## src/rtl/period_divider.sv

```systemverilog
// Sequential restoring divider: freq_out = DIVIDEND / period_in, one quotient bit per clock.
// Define PERIOD_DIV_ROUND_EN to add a round-half-up stage (saturating) after the divide loop.
module period_divider #(
    parameter int unsigned WIDTH    = 32,
    parameter int unsigned DIVIDEND = 50_000_000
) (
    input  logic             clk,
    input  logic             rst,
    input  logic [WIDTH-1:0] period_in,
    input  logic             start,
    output logic             busy,
    output logic             done,
    output logic [WIDTH-1:0] freq_out,
    output logic             div_zero
);

    localparam int unsigned CW = $clog2(WIDTH + 1);

`ifdef PERIOD_DIV_ROUND_EN
    typedef enum logic [1:0] {IDLE, CALC, ROUND, DONE} state_t;
`else
    typedef enum logic [1:0] {IDLE, CALC, DONE} state_t;
`endif

    state_t state, state_n;

    logic [WIDTH-1:0] divisor;
    logic [WIDTH-1:0] quo, quo_n;
    logic [WIDTH:0]   rem, rem_n, rem_sh;
    logic [CW-1:0]    cnt;
    logic             zero_flag;
    logic             last_iter;

    assign last_iter = (cnt == CW'(WIDTH - 1));

    always_ff @(posedge clk or posedge rst) begin
        if (rst) state <= IDLE;
        else     state <= state_n;
    end

    always_comb begin
        state_n = state;
        case (state)
            IDLE: if (start) state_n = (period_in == '0) ? DONE : CALC;
`ifdef PERIOD_DIV_ROUND_EN
            CALC:  if (last_iter) state_n = ROUND;
            ROUND: state_n = DONE;
`else
            CALC:  if (last_iter) state_n = DONE;
`endif
            DONE:    state_n = IDLE;
            default: state_n = IDLE;
        endcase
    end

    always_comb begin
        busy     = 1'b0;
        done     = 1'b0;
        div_zero = 1'b0;
        case (state)
            CALC: busy = 1'b1;
`ifdef PERIOD_DIV_ROUND_EN
            ROUND: busy = 1'b1;
`endif
            DONE: begin
                done     = 1'b1;
                div_zero = zero_flag;
            end
            default: ;
        endcase
    end

    // One restoring step: shift the quotient MSB into the remainder, trial-subtract.
    always_comb begin
        rem_sh = {rem[WIDTH-1:0], quo[WIDTH-1]};
        rem_n  = rem_sh;
        quo_n  = {quo[WIDTH-2:0], 1'b0};
        if (rem_sh >= {1'b0, divisor}) begin
            rem_n    = rem_sh - {1'b0, divisor};
            quo_n[0] = 1'b1;
        end
    end

`ifdef PERIOD_DIV_ROUND_EN
    logic [WIDTH-1:0] quo_rnd;
    always_comb begin
        quo_rnd = quo;
        if (({rem, 1'b0} >= {2'b00, divisor}) && !(&quo))
            quo_rnd = quo + WIDTH'(1);
    end
`endif

    always_ff @(posedge clk or posedge rst) begin
        if (rst) begin
            divisor   <= '0;
            quo       <= '0;
            rem       <= '0;
            cnt       <= '0;
            zero_flag <= 1'b0;
            freq_out  <= '0;
        end else begin
            case (state)
                IDLE: if (start) begin
                    if (period_in != '0) begin
                        divisor   <= period_in;
                        quo       <= WIDTH'(DIVIDEND);
                        rem       <= '0;
                        cnt       <= '0;
                        zero_flag <= 1'b0;
                    end else begin
                        zero_flag <= 1'b1;
                    end
                end
                CALC: begin
                    rem <= rem_n;
                    quo <= quo_n;
                    cnt <= cnt + CW'(1);
`ifndef PERIOD_DIV_ROUND_EN
                    // Final quotient is written on the same edge that enters DONE.
                    if (last_iter) freq_out <= quo_n;
`endif
                end
`ifdef PERIOD_DIV_ROUND_EN
                ROUND: freq_out <= quo_rnd;
`endif
                default: ;
            endcase
        end
    end

endmodule

```

## config.mk

```make
export PLATFORM = sky130hd
export DESIGN_NAME = period_divider
export DESIGN_NICKNAME = d
export VERILOG_FILES = /design/src/rtl/period_divider.sv
export SDC_FILE = /design/constraint.sdc
export NUM_CORES = 1
export LEC_CHECK = 0
export ABC_AREA = 1
export CORE_MARGIN = 8
export CORE_UTILIZATION = 51
export DETAILED_ROUTE_END_ITERATION = 8
export DONT_BUFFER_PORTS = 1
export GPL_TIMING_DRIVEN = 0
export HOLD_SLACK_MARGIN = 0.03
export PLACE_DENSITY = 0.7
export SYNTH_ARGS = -nofsm -noshare
export SYNTH_HDL_FRONTEND = slang
export SYNTH_SLANG_ARGS = --single-unit
```

## constraint.sdc

```tcl
create_clock -name clk -period 5.31 [get_ports clk]
set_input_delay 1.062 -clock clk [delete_from_list [all_inputs] [get_ports clk]]
set_output_delay 1.062 -clock clk [all_outputs]
set_load 0.02 [all_outputs]
```

# After elaboration in Yosys (flattened, before gate mapping)
# Index checks and enable logic that the tools add are counted.
[word_totals]
ff_bits = 137
input_bits = 35
out_inout_bits = 35
[op_classes]
n_addsub = 2
order_cmp = 1
n_eq_ne = 6
muxes = 19
reduce_logical = 9
[ops]
columns = ["cell", "count"]
rows = [
  ["$mux 32", 5],
  ["$pmux 32 s2", 2],
  ["$ge 33x32->1", 1],
  ["$logic_not 32->1", 1],
  ["$reduce_bool 32->1", 1],
  ["$sub 32x32->32", 1],
  ["$mux 6", 2],
  ["$pmux 6 s2", 1],
  ["$add 6x1->6 const B", 1],
  ["$eq 6x5->1 const B", 1],
  ["$mux 2", 3],
  ["$ne 2x2->1 const B", 3],
  ["$reduce_and 2->1", 3],
  ["$reduce_and 3->1", 2],
  ["$mux 1", 5],
  ["$pmux 2 s2", 1],
  ["$eq 2x1->1 const B", 1],
  ["$eq 2x2->1 const B", 1],
  ["$logic_not 2->1", 1],
  ["$reduce_bool 2->1", 1],
]

# Longest topological paths before layout
# Gate-level depths: netlist (run 1).
[logic_depth]
ltp_word = 4
mapped_depth = 17
depth_no_buf = 16

# Worst setup path before layout (run 1)
# No wires, ideal clock.
[synth_path]
path_type = "input to register"
startpoint = "in period_in[25]"
endpoint = "reg quo[21]"
setup_time_ns = 0.135
arrival_ns = 2.091
required_time_ns = 5.175
setup_slack_ns = 3.084
stages = 6
n_path_buf = 2
path_cell_list = "nor4_1 nand4_1 o21bai_1 buf_2 buf_2 a31oi_1"
[synth_between]
elab_chain_cells = 3
[synth_rtl]
columns = ["element", "line", "rtl"]
rows = [
  ["start: declaration", "9", "input logic [WIDTH-1:0] period_in,"],
  ["$reduce_bool 32->1", "104", "if (period_in != '0) begin"],
  ["$ne 2x2->1 (no line)", "n/a", ""],
  ["$reduce_and 3->1 (no line)", "n/a", ""],
  ["end signal: assignment", "106", "quo <= WIDTH'(DIVIDEND);"],
  ["end signal: assignment", "116", "quo <= quo_n;"],
  ["end: declaration", "28", "logic [WIDTH-1:0] quo, quo_n;"],
]
# No other way between the ends.
# A chain may end at the register's enable or synchronous reset.

# Final worst setup path (run 1)
[layout_path]
startpoint = "reg state[0]"
endpoint = "out busy"
[layout_between]
elab_chain_cells = 2
[layout_rtl]
columns = ["element", "line", "rtl"]
rows = [
  ["start: declaration", "25", "state_t state, state_n;"],
  ["start signal: assignment", "38", "else state <= state_n;"],
  ["$eq 2x1->1", "60", "case (state)"],
  ["$mux 1", "60", ""],
  ["end: declaration", "11", "output logic busy,"],
]
# No other way between the ends.

==> results of run 1 <==
-- synthesized netlist by cell type --
cell	count	share of area, %
xor2_1	2	0.21
nand2_2	1	0.074
nand3b_1	12	1.1
nor2_1	65	2.9
clkbuf_1	25	1.1
nand3_1	93	5.5
fa_1	1	0.24
nand3_2	4	0.47
inv_2	7	0.31
nor2_4	3	0.40
buf_12	1	0.24
o21ai_1	8	0.47
nor4_1	6	0.44
ha_1	33	4.9
nand2_1	439	19
or2_2	3	0.22
o21bai_1	3	0.27
a31oi_1	12	0.89
xnor2_1	13	1.3
buf_6	4	0.53
buf_2	4	0.24
and3_1	1	0.074
o21ai_0	79	4.7
nor3_1	3	0.18
nand4_1	10	0.74
inv_1	200	8.9
a21oi_1	17	1.0
buf_4	5	0.44
nand3b_2	8	1.1
nand2_4	5	0.66
dfrtp_1	137	40
a21o_1	2	0.18
nor2_2	4	0.30
and2_1	3	0.22
-- final cells by class --
class	count	area, um^2	area share [%]
Inverter	207	782	8.35
Clock inverter	11	111	1.19
Sequential cell	137	3430	36.6
Timing Repair Buffer	1	27.5	0.294
Clock buffer	20	467	4.98
Buffer	39	216	2.31
Tap cell	220	275	2.94
Multi-Input combinational cell	830	4060	43.3
-- how the worst min path moves through the flow --
stage,from,end,slack (ns),depth (start not counted)
after floorplan,divisor[0],divisor[0],0.45,2
after global placement,quo[5],quo[6],0.46,2
after detailed placement,quo[15],quo[16],0.47,2
after CTS,quo[7],quo[8],0.48,2
after global routing,rst,freq_out[21],0.50,1
final,rst,freq_out[21],0.48,1
-- cell families (layout without fill, tap and decap cells) --
logic type	Yosys count	after routing	share of synthesized area (%)
AOI/OAI and AO/OA	121	121	7.47
xor gates and xnor gates	15	15	1.55
adders and majority gates	34	34	5.11
buffers and inverters	246	278	11.7
DFF	137	137	40.4
and+or+nand+nor	660	660	33.7
-- registers in the layout, summed over array words and instances (netlist names) --
register and count:
freq_out 32, rem 32, zero_flag 1, divisor 32, state 2, cnt 6
quo 32
-- worst max-delay path, delay by kind of cell (launching register included) --
| family | cells | cell delay [ns] |
|---|---|---|
| buffers and inverters | 3 | 0.82 |
| flip-flops | 1 | 0.39 |
| AND/OR/NAND/NOR | 1 | 0.24 |
-- placed cells by master, fill, tap and decap left out, types with 7 or more instances in the layout --
master / count
inv_1: 199
nand3b_1: 12
o21ai_0: 79
a31oi_1: 12
o21ai_1: 8
nor2_1: 65
nand3b_2: 8
clkbuf_1: 25
nand2_1: 439
nand4_1: 10
ha_1: 33
a21oi_1: 17
xnor2_1: 13
dfrtp_1: 137
nand3_1: 93
clkbuf_16: 17
inv_2: 7
-- metrics by stage --
stage                     cells  hold slack (ns)  setup TNS, ns  util, %
final                      1465            0.477              0     57.1
after global routing       1465            0.501              0     57.1
after CTS                  1465            0.484              0     57.1
after detailed placement   1434            0.467              0     53.5
after global placement     1433            0.458        -120.66     53.3
after floorplan            1213            0.448              0        -
-- per-layer routing --
| layer | vias to the layer above | wire length, um | global-route usage, % | part of all wire [%] |
|---|---|---|---|---|
| met5 | - | 0 | 0 | 0 |
| met4 | 0 | 351 | 6.58 | 1.6 |
| met3 | 22 | 837 | 3.42 | 3.9 |
| met2 | 119 | 9830 | 33.6 | 45 |
| met1 | 3482 | 10600 | 29.5 | 49 |
| li1 | 3789 | - | - | - |
==> qor.yml, run 1 <==
status: "complete, no violations"
crit_chain: "inv_1, nor2_2, clkbuf_1, buf_4"
route.detailed.drc: 0
cts-resized-gates: 0
final.setup.worst_slack_ns: 2.36
antenna_found_initial: 0
crit_fanout: 10
ant_nets: 0
hp-class: "primary input to asynchronous set/reset pin"
ios: 70
die_h_um: 145
cts.sinks: 137
cp_slowest_stage_delay_ns: 0.44
clk_latency_ns: 0.43
finalNetCount: 1302
rows: 47
crit_end: "busy"
setup_violations: 0
drt-wirelength-per-cell_um: 14.8
fp.coreArea_um2: 16400
seq_area_frac_synth_pct: 40.4
syn2layout_area_growth_pct: 10.5
pre_cts_ws_ns: 2.11
htreeDepth: 4
place_congestion: 0.942
clk_path_buf_depth: 2
cts_buffers: 17
final.period_utilization_pct: 55.5
rsz0062_at_grt: "false"
rr_endpoint: "rem[19]"
grt_usage_pct: 21.3
hold_violations: 0
post_route_cells_drive_above_1_share_pct: 6.59
yosysWarnings: 0
drt_iter0_drc: 584
slew_headroom_pct: 44.3
cpMaxStageDelayCell: "clkbuf_1"
worstMarginPinSlew_ns: 0.833
cts_tree: "done"
dieArea_um2: 21000
place_area_um2: 8780
synth.net_count: 1282
r2r_slack_ns: 2.92
grt_pass1_vias: 7261
max_freq_mhz: 339
crit_path_start: "state[0]"
via_per_inst: 5.06
fill_cells: 1607
wl_mm: 21.6
max_cap_viol_count: 0
ctsHoldBuffers: 0
initial_core_util_pct: 51.7
synth_cell_type_count: 34
r2r_cells: 11
num_vias: 7412
startpoint_type: "flop"
grt_pass1_wl_mm: 36.7
required_ns: 4.25
path_class: "flop to primary output"
synth_area_um2: 8480
drt-pass1-iter-count: 5
finalClockSkew_ns: 0.00666
r2r-start: "rem[18]"
diodes: 0
critPathCaptureType: "primary output"
syn_area_per_cell_um2: 6.99
fp.dieW_um: 145
post-cts-setup-buffers: 0
worstPathArrival_ns: 1.89
synth_seq_cells: 137
grt-ovfl-total: 0
portBuffers: 0
clk_pin_slew_ns: 0.06
synth_cells: 1213
layout_min_cycle_time_ns: 2.95
dp_hpwl_mm: 16.8
drv_slew: 0
finalInstanceArea_um2: 9360
grt_max_degree: 101
root_buffer: "clkbuf_16"
Power of run 1 is not shown: default switching activity piles up to over one toggle a cycle in this logic, so the estimate is an artifact.
==> run 2: changes to the inputs <==
--- a/config.mk
+++ b/config.mk
@@ -12,7 +12,7 @@
 export DONT_BUFFER_PORTS = 1
 export GPL_TIMING_DRIVEN = 0
 export HOLD_SLACK_MARGIN = 0.03
-export PLACE_DENSITY = 0.7
+export PLACE_DENSITY = 0.73
 export SYNTH_ARGS = -nofsm -noshare
 export SYNTH_HDL_FRONTEND = slang
 export SYNTH_SLANG_ARGS = --single-unit
==> constraint.sdc (replaced) <==
create_clock -name clk -period 2.6 [get_ports clk]
set_input_delay 0.52 -clock clk [delete_from_list [all_inputs] [get_ports clk]]
set_output_delay 0.52 -clock clk [all_outputs]
set_load 0.02 [all_outputs]
==> run 2 against run 1 <==
Net effect:
- critical path depth is 10 higher
- final area is 0.33% higher
- critical path type is now flop to flop
- clock-buffer cell count is 2 lower
- hold slack worse by 0.37 ns
- global-route usage is 0.36 points higher
- first-iteration DRC count is 6.2% lower
- via count is 1.7% higher
- clock skew is 0.0018 ns higher
- die area stayed put
- non-clock buffer count is 2 higher
- highest routed layer unchanged
==> qor.yml, run 2 (same netlist as run 1, synthesis figures left out) <==
path_class: "flop to flop"
num_vias: 7536  # +1.7%
grt_usage_pct: 21.7  # +0.36 points
required_ns: 2.92  # -1.33 ns
finalClockSkew_ns: 0.00846  # +0.00180 ns
clk_pin_slew_ns: 0.06  # about the same
worstMarginPinSlew_ns: 0.819  # -0.0144 ns
root_buffer: "clkbuf_16"
fin_hold_ws_ns: 0.104  # -0.374 ns
setup_violations: 0  # unchanged
critPathCaptureType: "flop"
grt-ovfl-total: 0  # unchanged
hold_violations: 0  # unchanged
route.detailed.drc: 0  # unchanged
slew_headroom_pct: 45.2  # +0.96 points
initial_core_util_pct: 51.7  # unchanged
place_congestion: 0.928  # -1.4%
regArea_um2: 3430  # unchanged
layout_common_cells: "nand2_1 (439), inv_1 (199), dfrtp_1 (137)"
final.period_utilization_pct: 94.0
fill_cells: 1592  # -0.93%
clk_path_buf_depth: 2  # unchanged
grt_pass1_wl_mm: 37.4  # +1.8%
status: "complete, no violations"
max_freq_mhz: 409
drt_iter0_drc: 548  # -6.2%
cts_tree: "done"
hp-class: "primary input to asynchronous set/reset pin"
worstPathArrival_ns: 2.76  # +0.87 ns
startpoint_type: "flop"
cts-resized-gates: 0  # unchanged
drt-pass1-iter-count: 5  # unchanged
pre_cts_ws_ns: -0.0961  # -2.20 ns
htreeDepth: 4  # unchanged
drt-wirelength-per-cell_um: 15.0  # +1.7%
mostFrequentLayoutCell: "nand2_1"
syn2layout_area_growth_pct: 10.8
rsz0062_at_grt: "false"
ios: 70  # unchanged
multi_input_area_um2: 4060  # unchanged
post-cts-setup-buffers: 0  # unchanged
via_per_inst: 5.13  # +1.5%
clk_latency_ns: 0.43  # about the same
die_h_um: 145  # unchanged
max_cap_viol_count: 0  # unchanged
r2r_slack_ns: 0.16  # -2.76 ns
rows: 47  # unchanged
dp_hpwl_mm: 17.1  # +1.5%
fp.coreArea_um2: 16400  # unchanged
drv_slew: 0  # unchanged
finalNetCount: 1304  # +0.15%
dieArea_um2: 21000  # unchanged
final.setup.worst_slack_ns: 0.157  # -2.20 ns
grt_pass1_vias: 7345  # +1.2%
ant_nets: 0  # unchanged
layout_min_cycle_time_ns: 2.44
ctsHoldBuffers: 0  # unchanged
cts_buffers: 17  # unchanged
cts.sinks: 137  # unchanged
fin_setup_tns_ns: 0  # unchanged
crit_fanout: 4  # -6
portBuffers: 0  # unchanged
post_route_cells_drive_above_1_share_pct: 6.81  # +0.22 points
diodes: 0  # unchanged
wl_mm: 22.1  # +1.9%
fp.dieW_um: 145  # unchanged
antenna_found_initial: 0  # unchanged
grt_max_degree: 42  # -58%
run 2: cell count changes in the layout (fill, tap and decap cells not counted):
cell | previous run | this run
buf_12 | 1 | 4
clkbuf_8 | 3 | 1
clkinvlp_4 | 2 | 3
buf_16 | 1 | 0
inv_6 | 5 | 4
clkinv_2 | 1 | 2
inv_8 | 0 | 2
run 2: layout make-up:
cell class / instances / area share [%]
sequential: 137 / 36.5
multi-input combinational: 830 / 43.2
inverter: 207 / 8.31
clock inverter: 14 / 1.48
clock buffer: 18 / 4.68
timing repair buffer: 3 / 0.639
buffer: 39 / 2.30
tap: 220 / 2.93
run 2: through the flow:
stage                     cells  area (um^2)  utilization (%)
after floorplan            1213         8480                -
after global placement     1433         8760             53.4
after detailed placement   1436         8820             53.7
after CTS                  1468         9390             57.3
after global routing       1468         9390             57.3
final                      1468         9390             57.3
run 2: path summary, 6_finish.rpt:
check,startpoint,endpoint,depth (start not counted)
max reg2reg,divisor[0],rem[28],14
max in group asynchronous,rst,divisor[19],4
min reg2reg,quo[5],quo[6],2
min,rst,freq_out[21],1
max,divisor[0],rem[28],14
min in group clk,period_in[28],divisor[28],2
run 2: worst max-delay path, cell delays in order, from the launching register on:
cell,delay (ns)
dfrtp_1,0.39
ha_1,0.23
fa_1,0.42
inv_1,0.10
nand3_1,0.07
nand2_1,0.14
nand2_1,0.08
nand2_1,0.19
nand2_1,0.08
nand2_1,0.19
nand2_1,0.14
nand3_1,0.09
nand3_1,0.09
nand2_1,0.08
nand2_1,0.05
run 2: metal layers:
layer | wire length [um] | vias to the layer above | GRT usage (%)
met1 | 10400 | 3521 | 29.6
met5 | 0 | - | 0
met3 | 1240 | 26 | 3.70
li1 | - | 3809 | -
met2 | 9920 | 180 | 34.0
met4 | 443 | 0 | 7.94
Power of run 2 is left out for the same reason.
